### config.mk
export PLATFORM = sky130hd
export DESIGN_NAME = arbitro_rx_uart
export DESIGN_NICKNAME = d
export VERILOG_FILES = /design/src/rtl/arbitro_rx_uart_pkg.sv /design/src/rtl/fifo_sincrona_etiquetada.sv /design/src/rtl/arbitro_rx_uart.sv
export SDC_FILE = /design/constraint.sdc
export NUM_CORES = 1
export LEC_CHECK = 0
export CAP_MARGIN = 40
export CORE_UTILIZATION = 50
export CTS_BUF_LIST = sky130_fd_sc_hd__clkbuf_16
export DETAILED_ROUTE_END_ITERATION = 16
export PLACE_DENSITY_LB_ADDON = 0.1
export SLEW_MARGIN = 40
export SYNTH_ARGS = -nofsm -noshare
export SYNTH_HDL_FRONTEND = slang
export SYNTH_SLANG_ARGS = --single-unit
### constraint.sdc
create_clock -name clk_i -period 5.8 [get_ports clk_i]
set_input_delay 0.58 -clock clk_i [delete_from_list [all_inputs] [get_ports clk_i]]
set_output_delay 0.58 -clock clk_i [all_outputs]
set_load 0.02 [all_outputs]
### src/rtl/arbitro_rx_uart_pkg.sv
// Shared types and register offsets for the UART receive arbiter.
// Optional per-channel statistics are enabled by defining ARBITRO_RX_STATS_EN.
package arbitro_rx_uart_pkg;

    typedef struct packed {
        logic [1:0] tag;
        logic [7:0] dato;
    } entrada_fifo_t;

    localparam logic [1:0] OFS_STATUS  = 2'd0;
    localparam logic [1:0] OFS_DATA    = 2'd1;
    localparam logic [1:0] OFS_CONTROL = 2'd2;
    localparam logic [1:0] OFS_STATS   = 2'd3;

    localparam logic [1:0] TAG_A = 2'd0;
    localparam logic [1:0] TAG_B = 2'd1;
    localparam logic [1:0] TAG_C = 2'd2;

    localparam int CTRL_FLUSH_BIT = 3;

endpackage

### src/rtl/fifo_sincrona_etiquetada.sv
// Synchronous FIFO of tagged bytes with flush; head is presented combinationally.
module fifo_sincrona_etiquetada
    import arbitro_rx_uart_pkg::*;
#(
    parameter  int PROFUNDIDAD = 16,
    localparam int AW          = $clog2(PROFUNDIDAD)
) (
    input  logic          clk_i,
    input  logic          reset_i,
    input  logic          push_i,
    input  entrada_fifo_t dato_i,
    input  logic          pop_i,
    input  logic          flush_i,
    output logic          full_o,
    output logic          empty_o,
    output logic [AW:0]   count_o,
    output entrada_fifo_t cabeza_o
);

    entrada_fifo_t mem [PROFUNDIDAD];
    logic [AW-1:0] wr_ptr, rd_ptr;
    logic [AW:0]   count;
    logic          do_push, do_pop;

    assign full_o   = (count == (AW+1)'(PROFUNDIDAD));
    assign empty_o  = (count == '0);
    assign count_o  = count;
    assign cabeza_o = mem[rd_ptr];

    assign do_push = push_i & ~full_o;
    assign do_pop  = pop_i & ~empty_o;

    // Power-of-two depth lets the pointers wrap by plain overflow.
    always_ff @(posedge clk_i) begin
        if (reset_i || flush_i) begin
            wr_ptr <= '0;
            rd_ptr <= '0;
            count  <= '0;
        end else begin
            if (do_push) wr_ptr <= wr_ptr + 1'b1;
            if (do_pop)  rd_ptr <= rd_ptr + 1'b1;
            case ({do_push, do_pop})
                2'b10:   count <= count + 1'b1;
                2'b01:   count <= count - 1'b1;
                default: count <= count;
            endcase
        end
    end

    always_ff @(posedge clk_i) begin
        if (do_push && !flush_i) mem[wr_ptr] <= dato_i;
    end

endmodule

### src/rtl/arbitro_rx_uart.sv
// Round-robin merge of three UART receive streams into one tagged FIFO behind a CPU register window.
// Define ARBITRO_RX_STATS_EN to add saturating per-channel accepted-byte counters (STATS register).
module arbitro_rx_uart
    import arbitro_rx_uart_pkg::*;
#(
    parameter  int N_CANALES   = 3,
    parameter  int PROFUNDIDAD = 16,
    localparam int AW          = $clog2(PROFUNDIDAD)
) (
    input  logic                      clk_i,
    input  logic                      reset_i,
    input  logic [N_CANALES-1:0]      rx_valid_i,
    input  logic [N_CANALES-1:0][7:0] rx_dato_i,
    output logic [N_CANALES-1:0]      rx_ready_o,
    input  logic                      we_i,
    input  logic                      re_i,
    input  logic [1:0]                addr_i,
    input  logic [31:0]               dato_i,
    output logic [31:0]               salida_o
);

    logic [N_CANALES-1:0] mask, elegible;
    logic [1:0]           rr_ptr, idx_conc;
    logic                 concedido, flush, pop, full, empty;
    logic [AW:0]          count;
    entrada_fifo_t        entrada, cabeza;
    logic [31:0]          stats;
    logic                 unused_dato;
    int                   ch;

    assign unused_dato = ^dato_i[31:CTRL_FLUSH_BIT+1];

    assign flush    = we_i & (addr_i == OFS_CONTROL) & dato_i[CTRL_FLUSH_BIT];
    assign pop      = re_i & (addr_i == OFS_DATA) & ~flush;
    assign elegible = rx_valid_i & mask;

    // First eligible channel starting at the RR pointer, wrapping back to A.
    always_comb begin
        rx_ready_o = '0;
        concedido  = 1'b0;
        idx_conc   = '0;
        ch         = 0;
        if (!full && !flush) begin
            for (int k = 0; k < N_CANALES; k++) begin
                ch = int'(rr_ptr) + k;
                if (ch >= N_CANALES) ch = ch - N_CANALES;
                if (!concedido && elegible[ch]) begin
                    concedido = 1'b1;
                    idx_conc  = 2'(ch);
                end
            end
        end
        if (concedido) rx_ready_o[idx_conc] = 1'b1;
    end

    assign entrada.tag  = idx_conc;
    assign entrada.dato = rx_dato_i[idx_conc];

    always_ff @(posedge clk_i) begin
        if (reset_i) begin
            rr_ptr <= '0;
            mask   <= '1;
        end else begin
            if (concedido)
                rr_ptr <= (idx_conc == 2'(N_CANALES-1)) ? 2'd0 : idx_conc + 2'd1;
            if (we_i && addr_i == OFS_CONTROL)
                mask <= dato_i[N_CANALES-1:0];
        end
    end

    fifo_sincrona_etiquetada #(.PROFUNDIDAD(PROFUNDIDAD)) u_fifo (
        .clk_i    (clk_i),
        .reset_i  (reset_i),
        .push_i   (concedido),
        .dato_i   (entrada),
        .pop_i    (pop),
        .flush_i  (flush),
        .full_o   (full),
        .empty_o  (empty),
        .count_o  (count),
        .cabeza_o (cabeza)
    );

`ifdef ARBITRO_RX_STATS_EN
    logic [N_CANALES-1:0][7:0] cnt;

    always_ff @(posedge clk_i) begin
        if (reset_i || flush)
            cnt <= '0;
        else if (concedido && cnt[idx_conc] != 8'hFF)
            cnt[idx_conc] <= cnt[idx_conc] + 8'd1;
    end

    assign stats = 32'(cnt);
`else
    assign stats = 32'h0;
`endif

    always_comb begin
        salida_o = '0;
        case (addr_i)
            OFS_STATUS: begin
                salida_o[AW:0] = count;
                salida_o[8]    = empty;
                salida_o[9]    = full;
            end
            OFS_DATA:    salida_o = empty ? 32'h8000_0000 : {22'b0, cabeza.tag, cabeza.dato};
            OFS_CONTROL: salida_o[N_CANALES-1:0] = mask;
            OFS_STATS:   salida_o = stats;
            default:     salida_o = '0;
        endcase
    end

endmodule
======== After elaboration in Yosys (flattened, before gate mapping) ========
Memories as Yosys holds them, arrays and structs flattened. A register that Yosys moved wholly into a read port is not among the register bits.
Index checks and enable logic that the tools add are counted.
word-level totals
  bits in writable memories ............... 160
  memories ................................ 1
  register bits ........................... 18
  output and inout bits ................... 35
  bits of input ports ..................... 65
cells by class
  equal/unequal tests ..................... 7
  bitwise logic cells ..................... 10
  magnitude comparators ................... 8
  reductions and logical operators ........ 14
  $add $sub $neg .......................... 10
  muxes and demuxes ....................... 42
memories
  memory      words  bits a word  rd ports  clocked after Yosys merged registers in  write ports  RTL line                        text
  u_fifo.mem  16     10           1         1                                        1            fifo_sincrona_etiquetada.sv:20  entrada_fifo_t mem [PROFUNDIDAD];
operators with widths
  operator                                                      number
  two-way mux 32 bit                                            7
  less-than comparator 32 x 4 -> 1 bit (second input constant)  3
  two-way mux 22 bit                                            1
  binary-select mux 8 bit (select 2 bit)                        1
  two-way mux 1 bit                                             15
  case mux 3 bit (4 select lines)                               1
  two-way mux 2 bit                                             5
  case mux 5 bit (2 select lines)                               1
  adder 4 x 1 -> 4 bit (second input constant)                  2
  == test 2 bit (second input constant)                         4
  two-way mux 4 bit                                             2
  two-way mux 8 bit                                             1
  case mux 2 bit (2 select lines)                               2
  subtractor 3 x 2 -> 4 bit (second input constant)             2
  AND 1 bit                                                     6
  binary-select mux 1 bit (select 2 bit)                        3
  >= comparator 3 x 2 -> 1 bit (second input constant)          2
  logical AND 1 bit                                             6
  two-way mux 3 bit                                             2
  adder 5 x 1 -> 5 bit (second input constant)                  1
  == test 5 bit (second input constant)                         1
  zero test 5 bit                                               1
  subtractor 5 x 1 -> 5 bit (second input constant)             1
  == test 2 x 1 -> 1 bit (second input constant)                2
  other kinds (14)                                              19

======== Longest topological paths before layout ========
  depth in word-level cells ............... 24
  gate-level depth with buffers ........... 17
  mapped depth without buffers ............ 14

======== Modules after synthesis ========
Synthesis repeated with hierarchy kept, for this count alone.
second synthesis, totals
  cell total of the unflattened synthesis .. 481
  area, all modules ....................... 7,848.8 sq um
by module, submodules not included
  module                    seq. area each (sq um)  cells each  area an instance (sq um)  times used
  fifo_sincrona_etiquetada  5,144.9                 364         6,936.7                   1
  arbitro_rx_uart           100.1                   117         912.1                     1

======== Worst setup path after synthesis ========
Ideal clock, no wire load.
  path kind ............................... input port to flip-flop
  start ................................... in addr_i[1]
  end ..................................... reg u_fifo.count[4] (netlist: u_fifo.count_o[4])
  data arrival time ....................... 3.014 ns
  stages on the path ...................... 16
  library setup time ...................... 0.070 ns
  buffers on the path ..................... 4
  path slack .............................. 2.716 ns
  cell sequence ........................... buf_6 -> nor2b_4 -> buf_6 -> a32oi_2 -> and4_1 -> buf_6 -> inv_4 -> ha_1 -> clkbuf_1 -> xor2_1 -> ha_1 -> a21o_1 -> a22oi_1 -> o211a_1 -> or3_1 -> a21oi_1
between the ends
  longest elaborated chain between the ends .. 9
RTL lines
  what                                                                          RTL line                        text
  start: declaration                                                            arbitro_rx_uart.sv:17           input logic [1:0] addr_i,
  == test 2 bit                                                                 arbitro_rx_uart.sv:33           assign flush = we_i & (addr_i == OFS_CONTROL) & dato_i[CTRL_FLUSH_BIT];
  AND 1 bit (2 in a row)                                                        arbitro_rx_uart.sv:33
  zero test 1 bit                                                               arbitro_rx_uart.sv:43           if (!full && !flush) begin
  logical AND 1 bit                                                             arbitro_rx_uart.sv:43
  two-way mux 1 bit                                                             arbitro_rx_uart.sv:43
  AND 1 bit                                                                     fifo_sincrona_etiquetada.sv:30  assign do_push = push_i & ~full_o;
  == test 2 x 1 -> 1 bit / == test 2 bit (equally long branches)                fifo_sincrona_etiquetada.sv:42  case ({do_push, do_pop})
  case mux 5 bit (2 select lines) / nonzero test 2 bit (equally long branches)  -
  end signal: assignment                                                        fifo_sincrona_etiquetada.sv:43  2'b10: count <= count + 1'b1;
  end signal: assignment                                                        fifo_sincrona_etiquetada.sv:44  2'b01: count <= count - 1'b1;
  end signal: assignment                                                        fifo_sincrona_etiquetada.sv:45  default: count <= count;
  end: declaration                                                              fifo_sincrona_etiquetada.sv:22  logic [AW:0] count;
Several ways; a longest one is shown, not always the timed one.
A chain may end at the register's enable or synchronous reset.

==> metrics.txt <==
all-layer global routing usage=21.59%; average wire per standard cell=21.30 um; met2 routed WL=between 7 and 8 mm; Buf/Inv on CP=2; DIE AREA=16260 um2; Synth Instances=477; commonest cells after routing, fill and taps aside=160 x edfxtp_1, 50 x clkdlybuf4s50_1, 43 x mux4_2; Max IR drop VDD=245.0 uV; crit-path cells=buf_4, mux4_2, mux2i_1, mux2i_1, nand2_1, o31ai_1, clkdlybuf4s50_1; status=finished clean; Final min period=4025 ps; Critical Path Start Type=flop; Synth Cell Area=around 7900 um2; Sink Count=around 180; Post-DRT Antenna Nets=0; final std cells w/o fill=756; max incr delay on CP=around 660 ps; Setup TNS Final=0 ps; Reg clk slew, reported paths=70 ps; r2r setup slk=2420 ps; final design utilization=between 50% and 60%; clock buffer depth=2; filler instances=around 1200; worst-skew pair later-pin latency=roughly 430 ps; root buf cell=clkbuf_16; number of buffers created by CTS=17; Max Cap Viol=0; CP top delay family=buffers and inverters; RD Place Congestion=0.8261; Crit. End Element=output port; Hold Vio Cnt, Final=0; Seq cells post-synth=182; most common cell after layout, fill and taps aside=edfxtp_1; detailed placement HPWL=roughly 11 mm; met3 WL=about 1.1 mm; top-level I/O count=100; Crit Path Class=flop to output port; cell mode on critical path=mux2i_1; vias in the first global route=between 4000 and 5000; Hold WC Path Type=flop to flop; TritonRoute pass-1 iters=5; worst-margin pin slew=a little over 800 ps; max frequency=approximately 250 MHz; synth unique cells=54; antenna cell count=0; DR vias=~4300; Top Layer Used=met4; synthesized area per cell=roughly 17 um2; Pwr Density=roughly 420 nW/um2; CTS tree=built; Synthesis Warnings=0; DP Cell Count=724; Net count, final=about 600; antenna violations before repair=0; DRC Markers=0; CTS Hold Bufs=0; M1 WL=just under 7 mm; Setup violations, final=0; Setup Fix Bufs, Post-CTS=0; Slew headroom=between 40% and 50%; site row count=45; slowest CP cell=dfxtp_2; max-slew violations=0; dominant synthesized flop cell=edfxtp_1; port buffer count=50; Setup WS post-layout=about 1800 ps; Seq/Total Area, Yosys=66.60%; H-tree depth=4; Arr. time, crit path=~3500 ps; Core ar.=roughly 15000 um2; number of synthesized flops with an enable pin=160; Die Wd=~130 um; first-pass GRT wire length=roughly 25 mm; clock skew=between 6 and 7 ps; DRT Wirelength=approximately 16 mm; Req. time, crit path=approximately 5200 ps; leakage=around 3.0 nW; Async SR Flop Fraction=0%; RSZ-0062 raised after global routing=no; CP max FO=26; gr ovfl total=0; Setup WS pre-CTS=roughly 1800 ps; via density per instance=5.708; WHS=525.4 ps; Initial Utilization=between 50% and 60%; layout cells sized above 1=about 20%; CTS resizes=0; DR iter-0 viols=311; largest net degree at the start of global routing=28; fin crit share=between 60% and 70%; Area Growth Syn to Fin=16.25%; die extent in y=~130 um
## worst reg2reg max path: cells and delay by family (launching register included)
family / cells / cell delay (ps)
xor+xnor: 1 / 180
flops: 1 / 340
buf+inv: 2 / 180
fa+ha+maj: 3 / 940
compound gates: 6 / 980
simple gates: 2 / 690
## flip-flops by register name, summed over array words and instances, names as in the netlist, named ones only
name            count
u_fifo.mem        160
u_fifo.count_o      5
u_fifo.wr_ptr       4
mask                3
rr_ptr              2
u_fifo.rd_ptr       4
## cell type report
class | instances | area, um2 | share of cell area (%)
inverters | 9 | 36.28 | 0.3963
repair buffers | 61 | 583.1 | 6.369
clock inverters | 12 | 97.59 | 1.066
flip-flops and latches | 182 | 5246 | 57.30
clock buffers | 20 | 500.5 | 5.467
well taps | 211 | 264.0 | 2.884
multi-input cells | 261 | 2427 | 26.51
## per-stage QoR
step / total power [W] / area, um2
finish: 0.003824 / 9155
global route: 0.003978 / 9155
CTS: 0.003846 / 9155
detailed placement: 0.002712 / 8557
global placement: 0.002671 / 8529
floorplan: 0.002385 / 7950
## final timing paths
check	from	to	cells past startpoint
setup / recovery	flop	salida_o[8]	7
hold / removal	u_fifo.wr_ptr[0]	u_fifo.wr_ptr[0]	2
setup reg to reg	rr_ptr[0]	u_fifo.count_o[4]	14
hold reg to reg	u_fifo.wr_ptr[0]	u_fifo.wr_ptr[0]	2
## cell usage after synthesis, types with 2 or more instances
| cell | number | area share [%] |
|---|---|---|
| a211o_1 | 3 | 0.33 |
| a211oi_1 | 4 | 0.38 |
| a211oi_2 | 2 | 0.32 |
| a21o_1 | 9 | 0.86 |
| a21oi_1 | 18 | 1.1 |
| a22o_1 | 8 | 0.89 |
| a22oi_1 | 7 | 0.67 |
| a311o_1 | 2 | 0.25 |
| and2_1 | 3 | 0.24 |
| and3_1 | 8 | 0.64 |
| buf_1 | 4 | 0.19 |
| buf_2 | 5 | 0.32 |
| buf_4 | 24 | 2.3 |
| buf_6 | 3 | 0.43 |
| clkbuf_1 | 8 | 0.38 |
| dfxtp_1 | 22 | 5.6 |
| edfxtp_1 | 160 | 61 |
| ha_1 | 10 | 1.6 |
| inv_1 | 8 | 0.38 |
| mux2i_1 | 10 | 1.3 |
| mux4_2 | 43 | 12 |
| nand2_1 | 21 | 1.0 |
| nand2b_1 | 6 | 0.48 |
| nand3_1 | 7 | 0.44 |
| nor2_1 | 26 | 1.2 |
| nor2b_1 | 3 | 0.24 |
| nor3_1 | 6 | 0.38 |
| nor3b_1 | 3 | 0.29 |
| o2111ai_1 | 2 | 0.22 |
| o21ai_0 | 9 | 0.57 |
| o31ai_1 | 2 | 0.19 |
| or3_1 | 4 | 0.32 |
| xor2_1 | 6 | 0.67 |
## cells by family (layout without fill, tap and decap cells)
| family | after synthesis | count (layout) | share of synthesized area (%) |
|---|---|---|---|
| AO/OA/AOI/OAI | 76 | 76 | 7.023 |
| XOR/XNOR | 7 | 7 | 0.7785 |
| adder cells (fa/ha/maj) | 10 | 10 | 1.589 |
| buffers and inverters | 54 | 102 | 4.131 |
| flip-flops | 182 | 182 | 66.60 |
| multiplexers | 53 | 53 | 13.57 |
| other | 1 | 21 | 0.04762 |
| AND/OR/NAND/NOR | 94 | 94 | 6.260 |
## metal layers
metal	track usage, %	vias up
li1	-	1953
met1	27.93	2180
met2	35.78	160
met3	4.146	22
met4	9.454	0
met5	0	-
## where the power goes
part	switching [W]	internal [W]
Combinational	0.000564	0.000357
Clock	0.000507	0.000638
Sequential	0.0000636	0.00169
Total	0.00113	0.00269
(Power assumes the default switching activity.)
